## src/rtl/centroid_tracker.sv

```systemverilog
// Per-channel colour centroid tracker: accumulates matching pixel coordinates
// over a frame, then divides sums by hit counts with one shared serial divider.
`timescale 1ns/1ps

module centroid_tracker #(
    parameter int unsigned NCH       = 2,
    parameter int unsigned H_W       = 11,
    parameter int unsigned V_W       = 10,
    parameter int unsigned H_ACTIVE  = 1024,
    parameter int unsigned V_ACTIVE  = 768,
    parameter int unsigned SUM_W     = 32,
    parameter int unsigned CNT_W     = 20,
    parameter int unsigned MIN_COUNT = 16
) (
    input  logic                 clk,
    input  logic                 reset,
    input  logic [H_W-1:0]       hcount,
    input  logic [V_W-1:0]       vcount,
    input  logic [NCH-1:0]       match,
    output logic [NCH*H_W-1:0]   cx,
    output logic [NCH*V_W-1:0]   cy,
    output logic [NCH-1:0]       valid,
    output logic                 busy,
    output logic                 done,
    output logic                 overrun
);

    localparam int unsigned CH_W  = (NCH > 1) ? $clog2(NCH) : 1;
    localparam int unsigned BIT_W = $clog2(SUM_W);
    localparam int unsigned REM_W = SUM_W + 1;

    typedef enum logic [2:0] {
        IDLE,
        CHECK,
        DIV_X,
        DIV_Y,
        STORE,
        DONE
    } state_t;

    logic [SUM_W-1:0]   sum_x_q   [NCH];
    logic [SUM_W-1:0]   sum_y_q   [NCH];
    logic [CNT_W-1:0]   cnt_q     [NCH];
    logic [SUM_W-1:0]   snap_x_q  [NCH];
    logic [SUM_W-1:0]   snap_y_q  [NCH];
    logic [CNT_W-1:0]   snap_cnt_q[NCH];

    state_t             state_q;
    logic [CH_W-1:0]    ch_q;
    logic               skip_q;
    logic [BIT_W-1:0]   bit_q;
    logic [REM_W-1:0]   rem_q;
    logic [SUM_W-1:0]   quo_q;
    logic [SUM_W-1:0]   qx_q;
    logic               frame_end_q;
    logic [NCH*H_W-1:0] cx_q;
    logic [NCH*V_W-1:0] cy_q;
    logic [NCH-1:0]     valid_q;
    logic               busy_q;
    logic               done_q;
    logic               overrun_q;

    logic               frame_start_c;
    logic               active_c;
    logic               frame_end_c;
    logic [REM_W-1:0]   rem_shift_c;
    logic [REM_W-1:0]   divisor_c;
    logic               ge_c;
    logic [REM_W-1:0]   rem_d;
    logic [SUM_W-1:0]   quo_d;

    assign frame_start_c = (hcount == '0) && (vcount == '0);
    assign active_c      = (hcount < H_W'(H_ACTIVE)) && (vcount < V_W'(V_ACTIVE)) && !frame_start_c;
    assign frame_end_c   = (hcount == H_W'(H_ACTIVE - 1)) && (vcount == V_W'(V_ACTIVE - 1));

    // One restoring-division step: quo_q shifts the dividend out MSB-first and the quotient in.
    always_comb begin
        rem_shift_c = {rem_q[SUM_W-1:0], quo_q[SUM_W-1]};
        divisor_c   = REM_W'(snap_cnt_q[ch_q]);
        ge_c        = (rem_shift_c >= divisor_c);
        rem_d       = ge_c ? (rem_shift_c - divisor_c) : rem_shift_c;
        quo_d       = {quo_q[SUM_W-2:0], ge_c};
    end

    // Running per-frame accumulators; keep counting while the previous frame divides.
    always_ff @(posedge clk) begin
        if (reset || frame_start_c) begin
            for (int unsigned c = 0; c < NCH; c++) begin
                sum_x_q[c] <= '0;
                sum_y_q[c] <= '0;
                cnt_q[c]   <= '0;
            end
        end else if (active_c) begin
            for (int unsigned c = 0; c < NCH; c++) begin
                if (match[c]) begin
                    sum_x_q[c] <= sum_x_q[c] + SUM_W'(hcount);
                    sum_y_q[c] <= sum_y_q[c] + SUM_W'(vcount);
                    cnt_q[c]   <= cnt_q[c] + CNT_W'(1);
                end
            end
        end
    end

    always_ff @(posedge clk) begin
        if (reset) begin
            frame_end_q <= 1'b0;
        end else begin
            frame_end_q <= frame_end_c;
        end
    end

    // Snapshot / divide / store sequencer.
    always_ff @(posedge clk) begin
        if (reset) begin
            for (int unsigned c = 0; c < NCH; c++) begin
                snap_x_q[c]   <= '0;
                snap_y_q[c]   <= '0;
                snap_cnt_q[c] <= '0;
            end
            state_q   <= IDLE;
            ch_q      <= '0;
            skip_q    <= 1'b0;
            bit_q     <= '0;
            rem_q     <= '0;
            quo_q     <= '0;
            qx_q      <= '0;
            cx_q      <= '0;
            cy_q      <= '0;
            valid_q   <= '0;
            busy_q    <= 1'b0;
            done_q    <= 1'b0;
            overrun_q <= 1'b0;
        end else begin
            done_q    <= 1'b0;
            overrun_q <= frame_end_q && busy_q;
            case (state_q)
                IDLE: begin
                    if (frame_end_q) begin
                        for (int unsigned c = 0; c < NCH; c++) begin
                            snap_x_q[c]   <= sum_x_q[c];
                            snap_y_q[c]   <= sum_y_q[c];
                            snap_cnt_q[c] <= cnt_q[c];
                        end
                        ch_q    <= '0;
                        busy_q  <= 1'b1;
                        state_q <= CHECK;
                    end
                end
                CHECK: begin
                    rem_q <= '0;
                    quo_q <= snap_x_q[ch_q];
                    bit_q <= '0;
                    if (snap_cnt_q[ch_q] >= CNT_W'(MIN_COUNT)) begin
                        skip_q  <= 1'b0;
                        state_q <= DIV_X;
                    end else begin
                        skip_q  <= 1'b1;
                        state_q <= STORE;
                    end
                end
                DIV_X: begin
                    if (bit_q == BIT_W'(SUM_W - 1)) begin
                        qx_q    <= quo_d;
                        rem_q   <= '0;
                        quo_q   <= snap_y_q[ch_q];
                        bit_q   <= '0;
                        state_q <= DIV_Y;
                    end else begin
                        rem_q <= rem_d;
                        quo_q <= quo_d;
                        bit_q <= bit_q + BIT_W'(1);
                    end
                end
                DIV_Y: begin
                    rem_q <= rem_d;
                    quo_q <= quo_d;
                    bit_q <= bit_q + BIT_W'(1);
                    if (bit_q == BIT_W'(SUM_W - 1)) begin
                        state_q <= STORE;
                    end
                end
                STORE: begin
                    if (skip_q) begin
                        valid_q[ch_q] <= 1'b0;
                    end else begin
                        cx_q[ch_q*H_W +: H_W] <= qx_q[H_W-1:0];
                        cy_q[ch_q*V_W +: V_W] <= quo_q[V_W-1:0];
                        valid_q[ch_q]         <= 1'b1;
                    end
                    if (ch_q == CH_W'(NCH - 1)) begin
                        done_q  <= 1'b1;
                        state_q <= DONE;
                    end else begin
                        ch_q    <= ch_q + CH_W'(1);
                        state_q <= CHECK;
                    end
                end
                DONE: begin
                    ch_q    <= '0;
                    busy_q  <= 1'b0;
                    state_q <= IDLE;
                end
                default: begin
                    busy_q  <= 1'b0;
                    state_q <= IDLE;
                end
            endcase
        end
    end

    assign cx      = cx_q;
    assign cy      = cy_q;
    assign valid   = valid_q;
    assign busy    = busy_q;
    assign done    = done_q;
    assign overrun = overrun_q;

endmodule

```

## config.mk

```make
export PLATFORM = sky130hd
export DESIGN_NAME = centroid_tracker
export DESIGN_NICKNAME = d
export VERILOG_FILES = /design/src/rtl/centroid_tracker.sv
export SDC_FILE = /design/constraint.sdc
export NUM_CORES = 1
export LEC_CHECK = 0
export CORE_ASPECT_RATIO = 0.9
export CORE_UTILIZATION = 40
export CTS_BUF_LIST = sky130_fd_sc_hd__clkbuf_16
export CTS_CLUSTER_SIZE = 12
export DETAILED_ROUTE_END_ITERATION = 6
export GPL_TIMING_DRIVEN = 0
export PLACE_DENSITY = 0.58
export SYNTH_ARGS = -nofsm -noshare
export SYNTH_HDL_FRONTEND = slang
export SYNTH_SLANG_ARGS = --single-unit
```

## constraint.sdc

```tcl
create_clock -name clk -period 13.1 [get_ports clk]
set_input_delay 1.965 -clock clk [delete_from_list [all_inputs] [get_ports clk]]
set_output_delay 1.965 -clock clk [all_outputs]
set_load 0.05 [all_outputs]
```

Yosys cells after proc, flatten, opt, wreduce, memory -nomap -nowiden
Memories as Yosys holds them, arrays and structs flattened. A register that Yosys moved wholly into a read port is not among the register bits.
Cells that the tools add are included.

storage, ports and cells
  bits in writable memories = 336
  memories = 6
  input bits = 25
  flip-flop bits (word level) = 133

memories
  memory      words  bits a word  read ports  clocked after memory_dff  wr ports  line  RTL
  snap_x_q    2      32           1           1                         2         44    logic [SUM_W-1:0] snap_x_q [NCH];
  snap_y_q    2      32           1           1                         2         45    logic [SUM_W-1:0] snap_y_q [NCH];
  sum_x_q     2      32           2           0                         2         41    logic [SUM_W-1:0] sum_x_q [NCH];
  sum_y_q     2      32           2           0                         2         42    logic [SUM_W-1:0] sum_y_q [NCH];
  cnt_q       2      20           2           0                         2         43    logic [CNT_W-1:0] cnt_q [NCH];
  snap_cnt_q  2      20           1           1                         2         46    logic [CNT_W-1:0] snap_cnt_q[NCH];

operators by class
  equality and inequality tests = 11
  shift operators = 4
  reductions and logical operators = 20
  multiplexer cells = 59
  $lt $le $gt $ge = 6
  bitwise logic cells = 18
  add/subtract/negate cells = 11
  $mul = 2

operators with widths
  cell                                                                number
  2-to-1 mux 32 bit                                                   11
  case mux 32 bit (3 select lines)                                    2
  2-to-1 mux 20 bit                                                   4
  negator 5 -> 34 bit                                                 2
  adder 32 x 10 -> 32 bit                                             2
  adder 32 x 11 -> 32 bit                                             2
  adder 20 x 1 -> 20 bit, second input constant                       2
  variable shift 10 x 34 -> 20 bit, first input constant              1
  variable shift 11 x 34 -> 22 bit, first input constant              1
  indexed part select 10 x 34 -> 20 bit                               1
  indexed part select 11 x 34 -> 22 bit                               1
  greater-or-equal comparator 33 x 20 -> 1 bit                        1
  subtractor 32 x 20 -> 32 bit                                        1
  2-to-1 mux 1 bit                                                    28
  bitwise mux 22 bit                                                  1
  bitwise mux 20 bit                                                  1
  greater-or-equal comparator 20 x 5 -> 1 bit, second input constant  1
  2-to-1 mux 3 bit                                                    5
  case mux 3 bit (5 select lines)                                     1
  case mux 5 bit (3 select lines)                                     1
  bitwise OR 1 bit                                                    12
  == test 11 x 10 -> 1 bit, second input constant                     1
  logical NOT 11 bit                                                  1
  < comparator 11 bit, second input constant                          1
  32 further kinds                                                    47

Depth between registers and ports, before layout
Gate-level depths: netlist of run 1.

  depth after elaboration = 8
  mapped depth = 16
  mapped depth without buffers = 12

Worst setup path after synthesis of run 1
Ideal clock, no wire load.

  path type = input-to-reg
  start = in vcount[0]
  end = mem cnt_q[0][0], enable pin
  arrival time = 4623 ps
  required time = 12659 ps
  buffers on the path = 0
  cell stages on the path = 4
  library setup time = 441 ps
  path slack = 8036 ps
  cells stage by stage = or4_1 nor4_1 a41o_1 a21o_1

RTL lines
  item         line  RTL
  from (decl)  18    input logic [V_W-1:0] vcount,
  to (decl)    43

==> results of run 1 <==
[synth_stat cells (all sizes together) (61+ instances only)]
cell / number / area [µm²]
o21ai: 76 / 380.4
nand2: 207 / 784.5
ha: 66 / 825.8
dfxtp: 134 / 2683
a21oi: 172 / 864.6
xnor2: 72 / 630.6
clkbuf: 98 / 367.9
and2: 187 / 1172
edfxtp: 336 / 10090
nand3: 61 / 305.3
nor2: 245 / 919.6
xor2: 79 / 691.9
[worst min-delay path: stages, from the launching register on]
cell	delay, ps
dfxtp_1	310
nand2_1	50
a21oi_1	50
[cell families after synthesis]
logic type	count (synthesis)
AO/OA/AOI/OAI	415
XOR/XNOR	151
adder cells (fa/ha/maj)	71
buffers and inverters	152
flip-flops	470
multiplexers	75
AND/OR/NAND/NOR	930
[through the flow]
step / power, mW / instance area [µm²] / cells / hold slack (ps)
final: 3.311 / 27030 / 3208 / 455.1
after global routing: 3.424 / 27030 / 3208 / 473.6
after CTS: 3.336 / 27030 / 3208 / 456.3
after detailed placement: 1.961 / 25440 / 3113 / 448.6
after global placement: 1.954 / 25320 / 3109 / 450.4
after floorplan: 1.872 / 23640 / 2264 / 439.5
[flip-flops by register name, indices dropped and copies added (netlist names), named ones only]
signal,count
ch_q,1
cnt_q,40
sum_x_q,64
busy,1
frame_end_q,1
snap_x_q,64
quo_q,32
sum_y_q,64
cy,20
qx_q,11
snap_cnt_q,40
overrun,1
snap_y_q,64
state_q,3
bit_q,5
cx,22
done,1
rem_q,32
skip_q,1
[area by class of cell]
type	instances	area share [%]
flip-flops and latches	470	47.25
clock inverters	42	0.9536
clock buffers	53	4.907
plain buffers	112	1.639
well taps	774	3.583
multi-input cells	1642	38.07
repair buffers	75	3.037
inverters	40	0.5555
[placed cells by master, fill, tap and decap left out, types with 61 or more instances in the layout]
master,instances
a21oi_1,171
clkdlybuf4s50_1,71
nand2_1,206
edfxtp_1,336
ha_1,66
dfxtp_1,134
clkbuf_1,98
nor2_1,245
xnor2_1,72
xor2_1,79
o21ai_0,74
and2_1,186
nand3_1,61
[where the power goes]
part           switching [mW]  leakage (nW)  internal, mW  total, mW
clock                   0.593         0.827         0.786       1.38
sequential             0.0416          4.59          1.65       1.69
combinational           0.152          4.12        0.0877      0.240
[metal layers]
layer | GRT usage, % | vias up | wire length, µm
met2 | 32.31 | 592 | 27660
met4 | 5.954 | 0 | 1354
met1 | 31.52 | 8477 | 30560
li1 | - | 8402 | -
met3 | 2.723 | 93 | 4122
met5 | 0 | - | 0
[worst max path at each step]
| stage | to | slack, ps | cells past startpoint |
|---|---|---|---|
| floorplan | cnt_q[0][0] | 8040 | 4 |
| detailed placement | sum_y_q[0][8] | 6940 | 9 |
| global route | rem_q[20] | 7000 | 16 |
| global placement | snap_cnt_q[1][15] | 5880 | 4 |
| CTS | rem_q[20] | 7260 | 16 |
| finish | rem_q[20] | 7320 | 16 |
==> summary.md, run 1 <==
| Metric | Value |
|---|---|
| Status | completed |
| Synthesized instance count | 2264 |
| Post-synth EDFFs | 336 |
| Maximum vdd drop | 110.8 µV |
| First-pass GRT wire length | 98390 µm |
| Crit-path leading delay family | buffers and inverters |
| Synth Warn # | 0 |
| I/O pin cnt | 72 |
| Die Y | 232.6 µm |
| Share of cells above drive strength 1 | 5.012% |
| Clock Latency Late Sink | 590 ps |
| Final Cycle Share | 44.13% |
| FF/Latch Area | 12770 µm² |
| Worst hold stages | 2 |
| Worst Reg-to-Reg Cells | 16 |
| Yosys reg bits | 470 |
| Compound-Gate Fraction of Synth Area | 11.07% |
| Main combinational cell family by area after synthesis | simple AND/OR/NAND/NOR gates |
| Post-synthesis sequential area ratio | 54.03% |
| DR vias | 17560 |
| Final clock skew | 17.33 ps |
| Site Rows | 84 |
| Total GRT Usage | 21.24% |
| Drt wl/cell | 19.85 µm |
| Worst-path clk slew | 60 ps |
| HP Class | reg2reg |
| Min Tclk post-route | 5781 ps |
| H-tree levels | 2 |
| Clock Sinks | 470 |
| Synthesized area | 23640 µm² |
| Pin count of the biggest net entering global routing | 66 |
| DPL Wire Length | 47280 µm |
| Post_cts resized | 0 |
| Syn_area_per_cell | 10.44 µm² |
| CP bufs+invs | 5 |
| DR DRC count | 0 |
| F_max | 173.0 MHz |
| Fill cells | 5539 |
| CP dominant cell by count | clkbuf_1 |
| Area Overhead vs Synth | 14.34% |
| Core Region | 58440 µm² |
| Crit path kind | reg2reg |
| Critical Path End Type | flop |
| Longest Clk Path Bufs | 3 |
| Root Buffer | clkbuf_16 |
| Asr flop ratio synth | 0% |
| CP max FO | 10 |
| Hold Path End | cx[2] |
| Setup tns final | 0 ps |
| CP max stage cell | clkbuf_1 |
| Max incr delay on CP | 760 ps |
| Req. time, crit path | 13630 ps |
| Maxcap violations | 0 |
| Initial antenna violation count | 0 |
| CP Launch Type | flop |
| Final Max Slew Viols | 0 |
| Cell Pwr Density | 122.5 nW/µm² |
| Antenna cells | 0 |
| CTS tree | built |
| Starting density of the core | 40.45% |
| Post-Synth Adder-Cell Area | 3.917% |
| Lkg Pwr | 9.531 nW |
| Least-Margin Pin Slew | 1196 ps |
| Critical path arrival | 6310 ps |
| ANT nets after route | 0 |
| Net Count, Synth | 2360 |
| Worst setup margin | 7319 ps |
| Gr ovfl total | 0 |
| Final Hold Viols | 0 |
| Fin util | 46.25% |
| Total wire length | 63690 µm |
| Top_reg_cell synth | edfxtp_1 |
| Slew margin rel. | 20.29% |
| Hold Buf Count CTS | 0 |
| Synth Area in Simple Gates | 19.57% |
| Critical R2R Capture | rem_q[20] |
| RSZ-0062 raised after global routing | false |
| DIE AREA | 60070 µm² |
| Fin nets | 2489 |
| Post-synthesis mux area share | 3.303% |
| Area occupied by multi-input gates | 10290 µm² |
| Die width | 258.2 µm |
| DR iter-0 viols | 1637 |
| Pre-CTS setup slack | 6942 ps |
| Pre-antenna DRT Iters | 5 |
| Post-CTS Setup Inserts | 0 |
| Reg2Reg Setup Slack | 7320 ps |
| Vias in the first global route | 16830 |
| Worst path cell trace | clkbuf_1 -> buf_1 -> clkbuf_1 -> clkbuf_1 -> mux2_2 -> ha_1 -> inv_1 -> fa_1 -> a211oi_1 -> o21bai_1 -> o41ai_1 -> a41oi_1 -> o22ai_1 -> nor2b_1 -> or4b_1 -> nand3_1 |
| Distinct cells, synth | 78 |
| Xor/xnor share of the synthesized area | 5.595% |
| Number of I/O port buffers | 71 |
| CTS buffer count | 52 |
| Hold Crit Start | cx[2] |
| Final Wtd Congestion | 0.9283 |
| Final setup vio count | 0 |
| Vias per std cell | 5.475 |
Note: power is estimated with default switching activity, not from simulation.
==> inputs of run 2 (changes only) <==
clock period = 5.8 ns   (was 13.1 ns; I/O delays follow)
==> summary.md, run 2 (synthesized netlist as in run 1, its figures left out) <==
| Metric | Value |
|---|---|
| Least-Margin Pin Slew | 1199 ps (+3.082 ps) |
| Met3 usage | 2.723% (unchanged) |
| Commonest non-fill, non-tap cells in the layout | edfxtp_1, nor2_1, nand2_1 |
| Max incr delay on CP | 640 ps (-120 ps) |
| First-pass GRT wire length | 98390 µm (unchanged) |
| Hold Buf Count CTS | 0 (unchanged) |
| Drt wl/cell | 19.85 µm (about the same) |
| Worst setup margin | 629.3 ps (-6690 ps) |
| Commonest non-fill, non-tap cell in the layout | edfxtp_1 |
| Die Y | 232.6 µm (unchanged) |
| F_max | 193.4 MHz (+12%) |
| Final Wtd Congestion | 0.9283 (unchanged) |
| CP max stage cell | o41ai_1 |
| Slew margin rel. | 20.08% (-0.21 points) |
| CTS tree | built |
| Min Tclk post-route | 5171 ps (-610.3 ps) |
| ANT nets after route | 0 (unchanged) |
| Met1 Track Usage GR | 31.52% (unchanged) |
| Pre-antenna DRT Iters | 5 (unchanged) |
| CP bufs+invs | 5 (unchanged) |
| Site Rows | 84 (unchanged) |
| Fill cells | 5540 (+0.018%) |
| Share of cells above drive strength 1 | 5.094% (+0.082 points) |
| Critical path arrival | 5700 ps (-610 ps) |
| RSZ-0062 raised after global routing | false |
| Final Cycle Share | 89.15% (+45 points) |
| Maxcap violations | 0 (unchanged) |
| Post-CTS Setup Inserts | 0 (unchanged) |
| Met2 Track Usage GR | 32.31% (unchanged) |
| Hold Path End | cx[2] |
| Final setup vio count | 0 (unchanged) |
| Crit-path leading delay family | compound AO/OA/AOI/OAI gates |
| Critical Path End Type | flop |
| Initial antenna violation count | 0 (unchanged) |
| Setup tns final | 0 ps (unchanged) |
| Lkg Pwr | 9.538 nW (about the same) |
| Final Hold Viols | 0 (unchanged) |
| Pre-CTS setup slack | 3.294 ps (-6938 ps) |
| Area Overhead vs Synth | 14.36% (about the same) |
| Reg2Reg Setup Slack | 630 ps (-6690 ps) |
| Root Buffer | clkbuf_16 |
| Critical R2R Capture | rem_q[20] |
| DPL Wire Length | 47280 µm (unchanged) |
| Number of I/O port buffers | 71 (unchanged) |
| Gr ovfl total | 0 (unchanged) |
| Maximum vdd drop | 251.0 µV (+130%) |
| DR vias | 17540 (-0.12%) |
| Total wire length | 63680 µm (about the same) |
| Total GRT Usage | 21.24% (unchanged) |
| Longest Clk Path Bufs | 3 (unchanged) |
| DR DRC count | 0 (unchanged) |
| Status | completed |
| Worst path cell trace | clkbuf_1 -> clkbuf_2 -> clkbuf_2 -> clkbuf_1 -> mux2_2 -> ha_1 -> inv_1 -> fa_1 -> a211oi_1 -> o21bai_1 -> o41ai_1 -> a41oi_1 -> o22ai_1 -> nor2b_1 -> or4b_1 -> nand3_1 |
| Req. time, crit path | 6330 ps (-7300 ps) |
| Worst hold stages | 2 (unchanged) |
| Die width | 258.2 µm (unchanged) |
| CP max FO | 10 (unchanged) |
| Starting density of the core | 40.45% (unchanged) |
| Worst-path clk slew | 60 ps (about the same) |
| I/O pin cnt | 72 (unchanged) |
| Fin nets | 2489 (unchanged) |
| Busiest grt layer | met2 |
| Final clock skew | 18.29 ps (+0.9638 ps) |
| Vias per std cell | 5.469 (-0.12%) |
| Antenna cells | 0 (unchanged) |
| Vias in the first global route | 16830 (unchanged) |
| CTS buffer count | 52 (unchanged) |
| Hold Crit Start | cx[2] |
| CP Launch Type | flop |
| Crit path kind | reg2reg |
| Clock Latency Late Sink | 600 ps (about the same) |
| HP Class | reg2reg |
| Worst Reg-to-Reg Cells | 16 (unchanged) |
| Clock Sinks | 470 (unchanged) |
| Final Max Slew Viols | 0 (unchanged) |
| H-tree levels | 2 (unchanged) |
| DR iter-0 viols | 1634 (-0.18%) |
| DIE AREA | 60070 µm² (unchanged) |
| Core Region | 58440 µm² (unchanged) |
| Pin count of the biggest net entering global routing | 66 (unchanged) |
| Cell Pwr Density | 276.7 nW/µm² (+130%) |
-- run 2: through the flow --
stage / utilization [%] / instance area [µm²] / power (mW) / instances / hold WS [ps]
after CTS: 46.26 / 27030 / 7.536 / 3208 / 456.3
after detailed placement: 43.54 / 25440 / 4.430 / 3113 / 448.6
after global routing: 46.26 / 27030 / 7.733 / 3208 / 473.6
after global placement: 43.32 / 25320 / 4.412 / 3109 / 450.4
after floorplan: - / 23640 / 4.229 / 2264 / 439.5
final: 46.26 / 27030 / 7.478 / 3208 / 455.1
-- run 2: where the power goes --
part	leakage, nW	switching (mW)	internal, mW	total (mW)
registers	4.59	0.0940	3.73	3.82
logic	4.12	0.343	0.198	0.542
clock network	0.827	1.34	1.78	3.12
-- run 2: how the worst max path moves through the flow --
stage / end / depth (start not counted)
floorplan: rem_q[20] / 16
global placement: snap_cnt_q[1][15] / 4
detailed placement: rem_q[20] / 16
CTS: rem_q[20] / 16
global route: rem_q[20] / 16
finish: rem_q[20] / 16
-- run 2: timing repair --
item                       4_1_cts  5_1_grt
gates resized for setup          1        2
pin swaps                        0        0
setup endpoints to repair        1        1
-- run 2: tightest hold or removal path, stage by stage (launching register included) --
cell and delay (ps):
dfxtp_1 310, nand2_1 50, a21oi_1 50
-- run 2: cell type report --
class,instances,area (µm²),share of cell area (%)
well taps,774,968.4,3.583
plain buffers,112,445.4,1.648
inverters,40,150.1,0.5555
multi-input cells,1642,10290,38.07
repair buffers,75,820.8,3.036
clock buffers,53,1326,4.906
flip-flops and latches,470,12770,47.25
clock inverters,42,257.7,0.9535
-- run 2: per-layer routing --
layer | part of all wire, % | vias to the layer above
met5 | 0 | -
met3 | 6.7 | 95
met4 | 2.1 | 0
met1 | 48 | 8456
li1 | - | 8402
met2 | 43 | 590
==> inputs of run 3 (changes only) <==
clock period = 6.34 ns   (was 5.8 ns; I/O delays follow)
==> results of run 3 <==
The final DEF is identical to that of run 1. Status: completed.
Main changes from that run: setup slack after placement 6942 ps -> 543.3 ps; setup slack after layout 7319 ps -> 559.0 ps; register-to-register setup slack 7320 ps -> 560 ps; total power 3.311 mW -> 6.841 mW; worst IR drop on VDD 110.8 µV -> 228.9 µV
